==> src/rtl/stopwatch_pkg.sv <==
// Shared constants for the stopwatch controller: state encoding and BCD digit limits.
package stopwatch_pkg;

    // Controller state encoding
    localparam logic [1:0] ST_IDLE  = 2'd0;
    localparam logic [1:0] ST_RUN   = 2'd1;
    localparam logic [1:0] ST_LAP   = 2'd2;
    localparam logic [1:0] ST_PAUSE = 2'd3;

    typedef enum logic [1:0] {
        StIdle  = ST_IDLE,
        StRun   = ST_RUN,
        StLap   = ST_LAP,
        StPause = ST_PAUSE
    } state_e;

    localparam int unsigned DIGIT_W    = 4;
    localparam int unsigned NUM_DIGITS = 6;

    // Per-digit maximum, packed with hundredths ones in [3:0] up to minute tens in [23:20]
    localparam logic [DIGIT_W*NUM_DIGITS-1:0] DIGIT_MAX_VEC = {
        4'd5,  // minute tens
        4'd9,  // minute ones
        4'd5,  // second tens
        4'd9,  // second ones
        4'd9,  // hundredths tens
        4'd9   // hundredths ones
    };

endpackage

==> src/rtl/bcd_digit_counter.sv <==
// One BCD digit of the cascaded count chain; wraps to zero after MAX.
module bcd_digit_counter
    import stopwatch_pkg::*;
#(
    parameter logic [DIGIT_W-1:0] MAX = 4'd9
) (
    input  logic               Clock,
    input  logic               Reset,
    input  logic               clr,
    input  logic               en,
    output logic [DIGIT_W-1:0] q,
    output logic               tc
);

    logic [DIGIT_W-1:0] q_q;
    logic [DIGIT_W-1:0] q_d;

    // Terminal count is combinational so the carry reaches upper digits on the same edge
    assign tc = (q_q == MAX);
    assign q  = q_q;

    // Next count: clear wins, otherwise advance and wrap at MAX
    always_comb begin
        q_d = q_q;
        if (clr) begin
            q_d = '0;
        end else if (en) begin
            q_d = tc ? '0 : q_q + 1'b1;
        end
    end

    // Digit register
    always_ff @(posedge Clock) begin
        if (Reset) begin
            q_q <= '0;
        end else begin
            q_q <= q_d;
        end
    end

endmodule

==> src/rtl/stopwatch_ctrl.sv <==
// Stopwatch sequencer: key synchronisers, start/pause/lap/clear FSM, centisecond
// prescaler and the six-digit MM:SS.hh BCD chain with a frozen lap display.
module stopwatch_ctrl
    import stopwatch_pkg::*;
#(
    parameter int unsigned CLK_HZ  = 50000000,
    parameter int unsigned TICK_HZ = 100
) (
    input  logic        Clock,
    input  logic        Reset,
    input  logic        start_n,
    input  logic        lap_n,
    input  logic        clear_n,
    output logic [23:0] digits,
    output logic        tick,
    output logic        running,
    output logic        lap_active,
    output logic        overflow
);

    localparam int unsigned DIV = CLK_HZ / TICK_HZ;
    localparam int unsigned PW  = $clog2(DIV);
    localparam logic [PW-1:0] PMAX = PW'(DIV - 1);

    // Key bit order: [2] clear, [1] lap, [0] start
    logic [2:0] key_raw;
    logic [2:0] sync1_q;
    logic [2:0] sync2_q;
    logic [2:0] prev_q;
    logic [2:0] press;

    logic ev_clear;
    logic ev_start;
    logic ev_lap;

    state_e state_q;
    logic   counting;
    logic   clr_digits;

    logic [PW-1:0] presc_q;

    logic [DIGIT_W*NUM_DIGITS-1:0] live;
    logic [DIGIT_W*NUM_DIGITS-1:0] lap_q;
    logic [DIGIT_W*NUM_DIGITS-1:0] disp_q;
    logic [NUM_DIGITS-1:0]         tc;
    logic [NUM_DIGITS:0]           carry;

    assign key_raw = {clear_n, lap_n, start_n};

    // Two-flop synchroniser plus a delayed copy for falling-edge detection
    always_ff @(posedge Clock) begin
        if (Reset) begin
            sync1_q <= '1;
            sync2_q <= '1;
            prev_q  <= '1;
        end else begin
            sync1_q <= key_raw;
            sync2_q <= sync1_q;
            prev_q  <= sync2_q;
        end
    end

    assign press = prev_q & ~sync2_q;

    // Priority clear > start > lap; losers in the same cycle are dropped
    assign ev_clear = press[2];
    assign ev_start = press[0] & ~press[2];
    assign ev_lap   = press[1] & ~press[2] & ~press[0];

    assign counting   = (state_q == StRun) || (state_q == StLap);
    assign clr_digits = (state_q == StPause) && ev_clear;
    assign tick       = counting && (presc_q == PMAX);

    // Controller FSM; the lap latch captures live digits on the RUN -> LAP edge
    always_ff @(posedge Clock) begin
        if (Reset) begin
            state_q <= StIdle;
            lap_q   <= '0;
        end else begin
            unique case (state_q)
                StIdle: begin
                    if (ev_start) state_q <= StRun;
                end
                StRun: begin
                    if (ev_start) begin
                        state_q <= StPause;
                    end else if (ev_lap) begin
                        state_q <= StLap;
                        lap_q   <= live;
                    end
                end
                StLap: begin
                    if (ev_start) begin
                        state_q <= StPause;
                    end else if (ev_lap) begin
                        state_q <= StRun;
                    end
                end
                StPause: begin
                    if (ev_clear) begin
                        state_q <= StIdle;
                    end else if (ev_start) begin
                        state_q <= StRun;
                    end
                end
            endcase
        end
    end

    // Prescaler: runs while counting, holds in PAUSE so a resume keeps the partial interval
    always_ff @(posedge Clock) begin
        if (Reset || (state_q == StIdle) || clr_digits) begin
            presc_q <= '0;
        end else if (counting) begin
            presc_q <= tick ? '0 : presc_q + 1'b1;
        end
    end

    // Ripple-free carry: digit i advances when tick and all lower digits are at max
    assign carry[0] = tick;

    for (genvar i = 0; i < NUM_DIGITS; i++) begin : g_digit
        bcd_digit_counter #(
            .MAX(DIGIT_MAX_VEC[DIGIT_W*i +: DIGIT_W])
        ) u_digit (
            .Clock(Clock),
            .Reset(Reset),
            .clr  (clr_digits),
            .en   (carry[i]),
            .q    (live[DIGIT_W*i +: DIGIT_W]),
            .tc   (tc[i])
        );
        assign carry[i+1] = carry[i] & tc[i];
    end

    assign overflow = carry[NUM_DIGITS];

    // Display register: lap latch while in LAP, live count otherwise
    always_ff @(posedge Clock) begin
        if (Reset) begin
            disp_q <= '0;
        end else begin
            disp_q <= (state_q == StLap) ? lap_q : live;
        end
    end

    assign digits     = disp_q;
    assign running    = counting;
    assign lap_active = (state_q == StLap);

endmodule

==> config.mk <==
export PLATFORM = sky130hd
export DESIGN_NAME = stopwatch_ctrl
export DESIGN_NICKNAME = d
export VERILOG_FILES = /design/src/rtl/stopwatch_pkg.sv /design/src/rtl/bcd_digit_counter.sv /design/src/rtl/stopwatch_ctrl.sv
export SDC_FILE = /design/constraint.sdc
export NUM_CORES = 1
export LEC_CHECK = 0
export CAP_MARGIN = 10
export CORE_ASPECT_RATIO = 1.4
export CORE_MARGIN = 1
export CORE_UTILIZATION = 50
export CTS_CLUSTER_DIAMETER = 120
export DETAILED_ROUTE_END_ITERATION = 10
export PLACE_DENSITY = 0.7
export SLEW_MARGIN = 20
export SYNTH_ARGS = -nofsm -noshare
export SYNTH_HDL_FRONTEND = slang
export SYNTH_HIERARCHICAL = 1
export SYNTH_SLANG_ARGS = --single-unit
==> constraint.sdc <==
create_clock -name Clock -period 7.6 [get_ports Clock]
set_clock_uncertainty 0.15 [all_clocks]
set_input_delay 1.52 -clock Clock [delete_from_list [all_inputs] [get_ports Clock]]
set_output_delay 1.52 -clock Clock [all_outputs]
set_load 0.03 [all_outputs]
---- Word-level counts from Yosys, hierarchy flattened ----
Cells that the tools add are included.
word-level totals
  register bits after elaboration ......... 102
  output and inout port bits .............. 28
operators by class
  add/subtract/negate cells ............... 7
  equality and inequality tests ........... 12
  multiplexer cells ....................... 15
  bitwise operators ....................... 14
  reduce and logical (&&, ||, !) cells .... 9
operator list
  kind                                                              number
  4-bit by 1-bit adder with 4-bit output (second input constant)    6
  24-bit 2-to-1 mux                                                 1
  4-bit 2-to-1 mux                                                  6
  19-bit by 1-bit adder with 19-bit output (second input constant)  1
  19-bit == test (second input constant)                            1
  19-bit 2-to-1 mux                                                 1
  4-bit == test (second input constant)                             4
  2-bit 2-to-1 mux                                                  6
  1-bit bitwise AND                                                 9
  4-bit by 3-bit == test with 1-bit output (second input constant)  2
  2-bit case mux with 4 select lines                                1
  2-bit == test (second input constant)                             2
  3-bit bitwise AND                                                 1
  1-bit logical OR                                                  3
  3-bit by 1-bit != test with 1-bit output (second input constant)  1
  3-bit != test (second input constant)                             1
  1-bit NOT                                                         3
  3-bit NOT                                                         1
  3-bit AND reduction                                               1
  2-bit by 1-bit == test with 1-bit output (second input constant)  1
  1-bit logical AND                                                 2
  2-bit zero test                                                   1
  2-bit AND reduction                                               1
  2-bit OR reduction                                                1

---- Depth between registers and ports, before layout ----
Gate-level depths: netlist (run 1).
  depth in word-level cells ............... 9
  depth in mapped cells ................... 10
  mapped depth without buffers ............ 9

---- By module ----
Netlist (run 1), hierarchy kept.
modules (own cells, without submodules)
  module                                       instances  cells each  area an instance (um^2)
  stopwatch_ctrl                               1          316         3121.7
  bcd_digit_counter at g_digit[0].u_digit ...  4          21          198.9
  bcd_digit_counter at g_digit[3].u_digit ...  2          19          188.9

---- Worst setup path before layout (run 1) ----
Ideal clock, no wire load.
  kind .................................... flip-flop to output port
  start ................................... register state_q[0]
  end ..................................... output port overflow
  arrival ................................. 2.335 ns
  required time ........................... 5.930 ns
  setup slack ............................. 3.595 ns
  stages on the path, launching flop included .. 8
  path through ............................ dfxtp_1 -> inv_1 -> ha_1 -> clkbuf_2 -> and3_1 -> nand4_1 -> nor4_2 -> and3_1
between the ends
  cells in the longest elaborated chain, start to end .. 9
ends and longest elaborated chain
  element                                                                    line                   text
  from (decl)                                                                stopwatch_ctrl.sv:36   state_e state_q;
  from (signal assigned)                                                     stopwatch_ctrl.sv:77   state_q <= StIdle;
  from (signal assigned)                                                     stopwatch_ctrl.sv:82   if (ev_start) state_q <= StRun;
  from (signal assigned)                                                     stopwatch_ctrl.sv:86   state_q <= StPause;
  2-bit by 1-bit == test with 1-bit output or 2-bit == test (tied branches)  stopwatch_ctrl.sv:70   assign counting = (state_q == StRun) || (state_q == StLap);
  1-bit logical OR *                                                         stopwatch_ctrl.sv:70
  net running                                                                stopwatch_ctrl.sv:16   output logic running,
  1-bit logical AND *                                                        stopwatch_ctrl.sv:72   assign tick = counting && (presc_q == PMAX);
  1-bit bitwise AND * (4 in series)                                          stopwatch_ctrl.sv:133  assign carry[i+1] = carry[i] & tc[i];
  net carry[4]                                                               stopwatch_ctrl.sv:46   logic [NUM_DIGITS:0] carry;
  1-bit bitwise AND * (2 in series)                                          stopwatch_ctrl.sv:133
  to (decl)                                                                  stopwatch_ctrl.sv:18   output logic overflow
Mark *: on every way through the listed nets, which the timed path passes. The rest lies on a longest branch.

---- Worst setup path in the final report (run 1) ----
  start ................................... register state_q[0]
  end ..................................... output port overflow
between the ends
  cells in the longest elaborated chain, start to end .. 9
ends and longest elaborated chain
  element                                                                    line
  2-bit by 1-bit == test with 1-bit output or 2-bit == test (tied branches)  stopwatch_ctrl.sv:70
  1-bit logical OR *                                                         stopwatch_ctrl.sv:70
  1-bit logical AND *                                                        stopwatch_ctrl.sv:72
  1-bit bitwise AND * (4 in series)                                          stopwatch_ctrl.sv:133
  net carry[4]                                                               stopwatch_ctrl.sv:46
  1-bit bitwise AND * (2 in series)                                          stopwatch_ctrl.sv:133
Marked as above.

==> results.toml, run 1 <==
[outcome]
status = "finished clean"

[power_and_ir_drop]
power_density_normalized_to_cell_area_mw_per_mm2 = 203
p_switching_mw = 0.214
netSwitchingFraction_pct = 21.1
internal_power_mw = 0.799
total_leakage_power_nw = 1.80
clockPowerShare_pct = 44.8
pwr-share-comb_pct = 2.1
sequentialPowerShare_pct = 53.1
peakVddDrop_mv = 0.222
post-layout-total-power_mw = 1.01

[setup_path]
cp-end-kind = "output port"
timing.critical_path.slowest_stage_cell = "sky130_fd_sc_hd__clkdlybuf4s50_1"
timing.rr.end = "g_digit[5].u_digit/q[1]"
crit_fanout = 10
cp_class = "register to output port"
worst-r2r-setup-slack_ps = 4470
reg2reg_depth = 9
startpoint_type = "register"
path_cells = "inv_1 > ha_1 > and3_1 > nand4_1 > nor4_2 > and3_1 > clkdlybuf4s50_1"
cp_data_required_time_ps = 5930
worst-endpoint-arrival_ps = 3340
cp_slowest_stage_delay_ps = 670
worstReg2RegStart = "state_q[0]"
crit_top_cell = "sky130_fd_sc_hd__and3_1"

[synthesis]
syn_nets = 448
synth_async_sr_flop_share_pct = 0
synth.largest_area_cell = "sky130_fd_sc_hd__dfxtp_1"
netlist_instances = 438
post_synth_num_cell_types = 51
synth_area_mm2 = 0.00430
synth_top_area_share_pct = 47.5
synth_edf_count = 0
synthesis.yosys.warnings = 6
postSynth.topFlopCell = "sky130_fd_sc_hd__dfxtp_1"
yosysSeqAreaShare_pct = 47.5
synth.ff_latch_count = 102
postSynthAreaPerCell_um2 = 9.81
synth_commonest_cells = "sky130_fd_sc_hd__dfxtp_1, sky130_fd_sc_hd__nor2_1, sky130_fd_sc_hd__mux2i_1, sky130_fd_sc_hd__nor3_1, sky130_fd_sc_hd__xnor2_1"
yosys.cell_count.top_type = "sky130_fd_sc_hd__dfxtp_1"
synth_top_cells_by_area = "sky130_fd_sc_hd__dfxtp_1, sky130_fd_sc_hd__mux2i_1, sky130_fd_sc_hd__nor2_1"

[floorplanning]
initial_utilization_pct = 52.1
placeable_core_area_mm2 = 0.00825
die-width_um = 80.3
placement_rows = 39
die_footprint_mm2 = 0.00897
io-pin-count = 33
dieHeight_um = 112

[layout]
final_layout_size_suffix_gt1_share_pct = 11.0
nets = 478
layout-area-overhead-vs-synth_pct = 16.3
antennaDiodeCount = 0
final.fill_count = 738

[grt]
number_of_global_route_vias_before_repair = 3056
grt_antenna_before_repair = 0
grt_overflow = 0
grt_first_pass_wirelength_um = 13400
maximum_number_of_pins_on_one_net_before_global_route_repair = 86
grt_usage_pct = 18.9

[worst_hold_path]
hold_start = "sync1_q[2]"
hold_path_depth = 1
holdPathEnd = "sync2_q[2]"
min-delay-path-class = "register to register"

[routing]
drt_iter0_drc = 99
vias = 3191
wire_per_inst_um = 13.4
totalWireLength_um = 7730
detail-route-antenna-nets = 0
drcViolationCount = 0
detail_route.first_pass.iterations = 4
avgViaCountPerCell = 5.55

[timing]
worst-slew-pin-transition_ps = 1070
final_min_period_over_clock_period_pct = 65.9
timing.slew.headroom_pct = 28.4
setup_violations = 0
rsz0062_at_grt = "false"
hold_viol_final = 0
maxClockFrequency_ghz = 0.200
timing.setup.tns_ps = 0
finalWorstPathRequiredPeriod_ps = 5010
timing.final.max_slew_violations = 0

[clock_tree]
numCtsBuffers = 9
cts_tree = "done"
cts.clk_slew.worst_paths_ps = 60
cts.root.buffer_cell = "sky130_fd_sc_hd__clkbuf_16"
cts_h_tree_lvls = 3
clockBufferDepth = 2
clk-insertion-delay-late_ps = 340
holdBufCountCts = 0
tritoncts_num_sinks = 102
cts_setup_buffers = 0
post_cts_resize_count = 0

[run]
max-cap-violations = 0

[placement]
place_hpwl_um = 4980
io_buffer_count = 32
gp_congestion = 0.798
-- power groups by stage --
| stage | Sequential, mW | Combinational (mW) | Clock (mW) |
|---|---|---|---|
| 2_1_floorplan | 0.550 | 0.0143 | 0 |
| 3_3_place_gp | 0.550 | 0.0208 | 0 |
| 3_5_place_dp | 0.550 | 0.0214 | 0 |
| 4_1_cts | 0.538 | 0.0214 | 0.466 |
| 5_1_grt | 0.538 | 0.0233 | 0.488 |
| 6_report | 0.538 | 0.0213 | 0.454 |
-- metrics by stage --
stage / cells / instance area, um^2 / setup slack, ps / hold slack, ps / utilization (%)
after global routing: 575 / 4990 / 2320 / 282 / 60.6
after detailed placement: 559 / 4690 / 2920 / 248 / 56.9
after CTS: 575 / 4990 / 2560 / 264 / 60.6
final: 575 / 4990 / 2590 / 261 / 60.6
after floorplan: 438 / 4300 / 3600 / 239 / -
after global placement: 559 / 4690 / 3080 / 242 / 56.9
-- how the worst max path moves through the flow --
stage | start | end | slack (ps) | depth (start not counted)
6_report | state_q[0] | overflow | 2590 | 7
5_1_grt | state_q[0] | overflow | 2320 | 7
4_1_cts | state_q[0] | overflow | 2560 | 7
3_5_place_dp | state_q[0] | overflow | 2920 | 7
3_3_place_gp | state_q[0] | overflow | 3080 | 7
2_1_floorplan | state_q[0] | overflow | 3600 | 7
-- layout make-up --
type | instances | area (um^2) | share of cell area (%)
Clock buffer | 9 | 225 | 4.51
Clock inverter | 7 | 73.8 | 1.48
Inverter | 12 | 45.0 | 0.902
Multi-Input combinational cell | 307 | 2130 | 42.7
Sequential cell | 102 | 2040 | 40.9
Tap cell | 102 | 128 | 2.56
Timing Repair Buffer | 36 | 345 | 6.92
-- state kept, by name, indices dropped and copies added (netlist names) --
signal	count
digits	24
g_digit.u_digit/q	24
lap_q	24
presc_q	19
prev_q	3
state_q	2
sync1_q	3
sync2_q	3
-- critical path: cells and delay by family (launching register included) --
family        cells  cell delay (ps)
fa+ha+maj         1              460
simple gates      4             1380
flops             1              400
buf+inv           2              760
-- metal layers --
| layer | GRT usage [%] | vias to the layer above | wire length, um |
|---|---|---|---|
| met5 | 0 | - | 0 |
| met4 | 7.86 | 0 | 129 |
| met3 | 3.93 | 9 | 179 |
| met2 | 33.2 | 40 | 3990 |
| met1 | 21.7 | 1529 | 3430 |
| li1 | - | 1613 | - |
-- cell usage in the layout (no fill, tap or decap), drive strengths merged, types with 2 or more instances in the layout --
cell type,instances
mux2i,48
a211oi,14
nor3,31
nand4,10
buf,5
a21oi,2
ha,5
a211o,6
nor2b,7
xor2,4
clkinvlp,4
inv,13
nor4,6
nand2,22
and4b,4
dfxtp,102
and3,2
and2b,4
and4bb,6
nor4b,2
or3,2
nand3,9
o21ai,11
nand2b,6
nor2,55
nand4b,2
clkdlybuf4s50,31
clkbuf,9
xnor2,23
or2,9
and2,4
-- cell families (layout without fill, tap and decap cells) --
logic type,after synthesis,in the layout,share of synthesized area (%)
flip-flops,102,102,47.5
adder cells (fa/ha/maj),5,5,1.46
XOR/XNOR,27,27,5.51
AO/OA/AOI/OAI,41,41,7.52
buffers and inverters,29,64,2.77
multiplexers,48,48,11.2
AND/OR/NAND/NOR,186,186,24.0
Power figures use the tool's default switching activity.
==> inputs of run 2 (changes only) <==
- PLACE_DENSITY: 0.7 -> 0.73
- clock period: 7.6 -> 4.6 ns (I/O delays scaled with it)
==> run 2 against run 1 <==
  * Hold slack improved by 2.4 ps
  * Largest cell class unchanged
  * Power up 75%
  * Sequential power is 65% higher
  * Non-clock buffer count rose by 1
  * Highest routed layer unchanged
==> results.toml, run 2 (synthesis results as in run 1) <==
[layout]
antennaDiodeCount = 0
final.fill_count = 717
layout.cells.most_common_list = "sky130_fd_sc_hd__dfxtp_1, sky130_fd_sc_hd__nor2_1, sky130_fd_sc_hd__mux2i_1"
layout-area-overhead-vs-synth_pct = 17.4
layoutNonFillerInstCount = 576
nets = 479
final_layout_size_suffix_gt1_share_pct = 11.2
layout.cells.most_common = "sky130_fd_sc_hd__dfxtp_1"

[clock_tree]
cts.clk_slew.worst_paths_ps = 70
tritoncts_num_sinks = 102
cts.root.buffer_cell = "sky130_fd_sc_hd__clkbuf_16"
clockBufferDepth = 2
cts_h_tree_lvls = 3
cts_setup_buffers = 0
post_cts_resize_count = 0
clk-insertion-delay-late_ps = 340
cts_tree = "done"
numCtsBuffers = 9
holdBufCountCts = 0

[power_and_ir_drop]
internal_power_mw = 1.43
total_leakage_power_nw = 1.83
p_switching_mw = 0.343
netSwitchingFraction_pct = 19.3
sequentialPowerShare_pct = 50.2
clockPowerShare_pct = 47.9
peakVddDrop_mv = 0.234
power_density_normalized_to_cell_area_mw_per_mm2 = 351
pwr-share-comb_pct = 2.0

[timing]
worst-slew-pin-transition_ps = 821
setup_violations = 0
final_min_period_over_clock_period_pct = 92.2
timing.slew.headroom_pct = 45.3
finalWorstPathRequiredPeriod_ps = 4240
timing.final.max_slew_violations = 0
timing.setup.tns_ps = 0
rsz0062_at_grt = "false"
maxClockFrequency_ghz = 0.236
hold_viol_final = 0

[worst_hold_path]
min-delay-path-class = "register to register"

[placement]
io_buffer_count = 32
place_hpwl_um = 4810
gp_congestion = 0.759
placed_cells = 560

[routing]
detail_route.first_pass.iterations = 4
totalWireLength_um = 7650
drt_iter0_drc = 153
avgViaCountPerCell = 5.44
dr_wl_met2_um = 3850
detail-route-antenna-nets = 0
route.met3.wl_um = 190
wire_per_inst_um = 13.3
top_signal_layer_used = "met4"
wl_met1_um = 3450
vias = 3135
drcViolationCount = 0

[floorplanning]
placeable_core_area_mm2 = 0.00825
die-width_um = 80.3
dieHeight_um = 112
die_footprint_mm2 = 0.00897
initial_utilization_pct = 52.1
placement_rows = 39
io-pin-count = 33

[setup_path]
critical_path.n_buffers_inverters = 3
crit_fanout = 10
cp-end-kind = "output port"
cpLargestDelayFamily = "simple AND/OR/NAND/NOR gates"
path_cells = "inv_1 > ha_1 > and3_1 > nand4_1 > nor4_2 > buf_4 > and3_1 > clkdlybuf4s50_1"
cp_data_required_time_ps = 3530
cp_class = "register to output port"
crit_top_cell = "sky130_fd_sc_hd__and3_1"
timing.critical_path.slowest_stage_cell = "sky130_fd_sc_hd__clkdlybuf4s50_1"
worst-endpoint-arrival_ps = 3170
cp_slowest_stage_delay_ps = 670
startpoint_type = "register"

[grt]
number_of_global_route_vias_before_repair = 2893
grt_usage_pct = 18.5
maximum_number_of_pins_on_one_net_before_global_route_repair = 85
grt_antenna_before_repair = 0
grt_overflow = 0
grt_first_pass_wirelength_um = 13000

[outcome]
status = "finished clean"

[run]
max-cap-violations = 0
==> run 2: metal layers <==
layer  GRT usage [%]  vias to the layer above
met4            8.33                        0
li1                -                     1617
met2            32.8                       44
met3            3.77                       11
met5               0                        -
met1            20.9                     1463
==> run 2: path summary, 6_finish.rpt <==
path | startpoint | to | slack [ps] | depth (start not counted)
min reg2reg | sync1_q[2] | sync2_q[2] | 260 | 1
min | sync1_q[2] | sync2_q[2] | 260 | 1
max reg2reg | state_q[0] | g_digit[3].u_digit/q[1] | 1460 | 9
max | state_q[0] | overflow | 360 | 8
==> run 2: cell type report <==
type / instances / area, um^2 / share of cell area, %
timing repair buffer: 37 / 353 / 7.00
clock buffer: 10 / 229 / 4.54
multi-input combinational: 307 / 2140 / 42.4
inverter: 12 / 45.0 / 0.893
sequential: 102 / 2040 / 40.5
clock inverter: 6 / 110 / 2.18
tap: 102 / 128 / 2.53
==> run 2: power by group through the flow <==
stage,registers [mW],logic [mW],clock network [mW]
3_3_place_gp,0.908,0.0345,0
5_1_grt,0.888,0.0380,0.901
4_1_cts,0.888,0.0357,0.864
6_report,0.888,0.0351,0.848
2_1_floorplan,0.908,0.0236,0
3_5_place_dp,0.909,0.0352,0
==> run 2: per-stage QoR <==
stage / worst slack [ps] / util (%) / total power [mW] / area [um^2] / hold slack [ps]
finish: 357 / 61.1 / 1.77 / 5040 / 263
global route: 210 / 61.1 / 1.83 / 5040 / 286
CTS: 324 / 61.1 / 1.79 / 5040 / 264
detailed placement: 711 / 57.0 / 0.944 / 4700 / 249
global placement: 839 / 57.0 / 0.943 / 4700 / 243
floorplan: 1200 / - / 0.932 / 4300 / 239
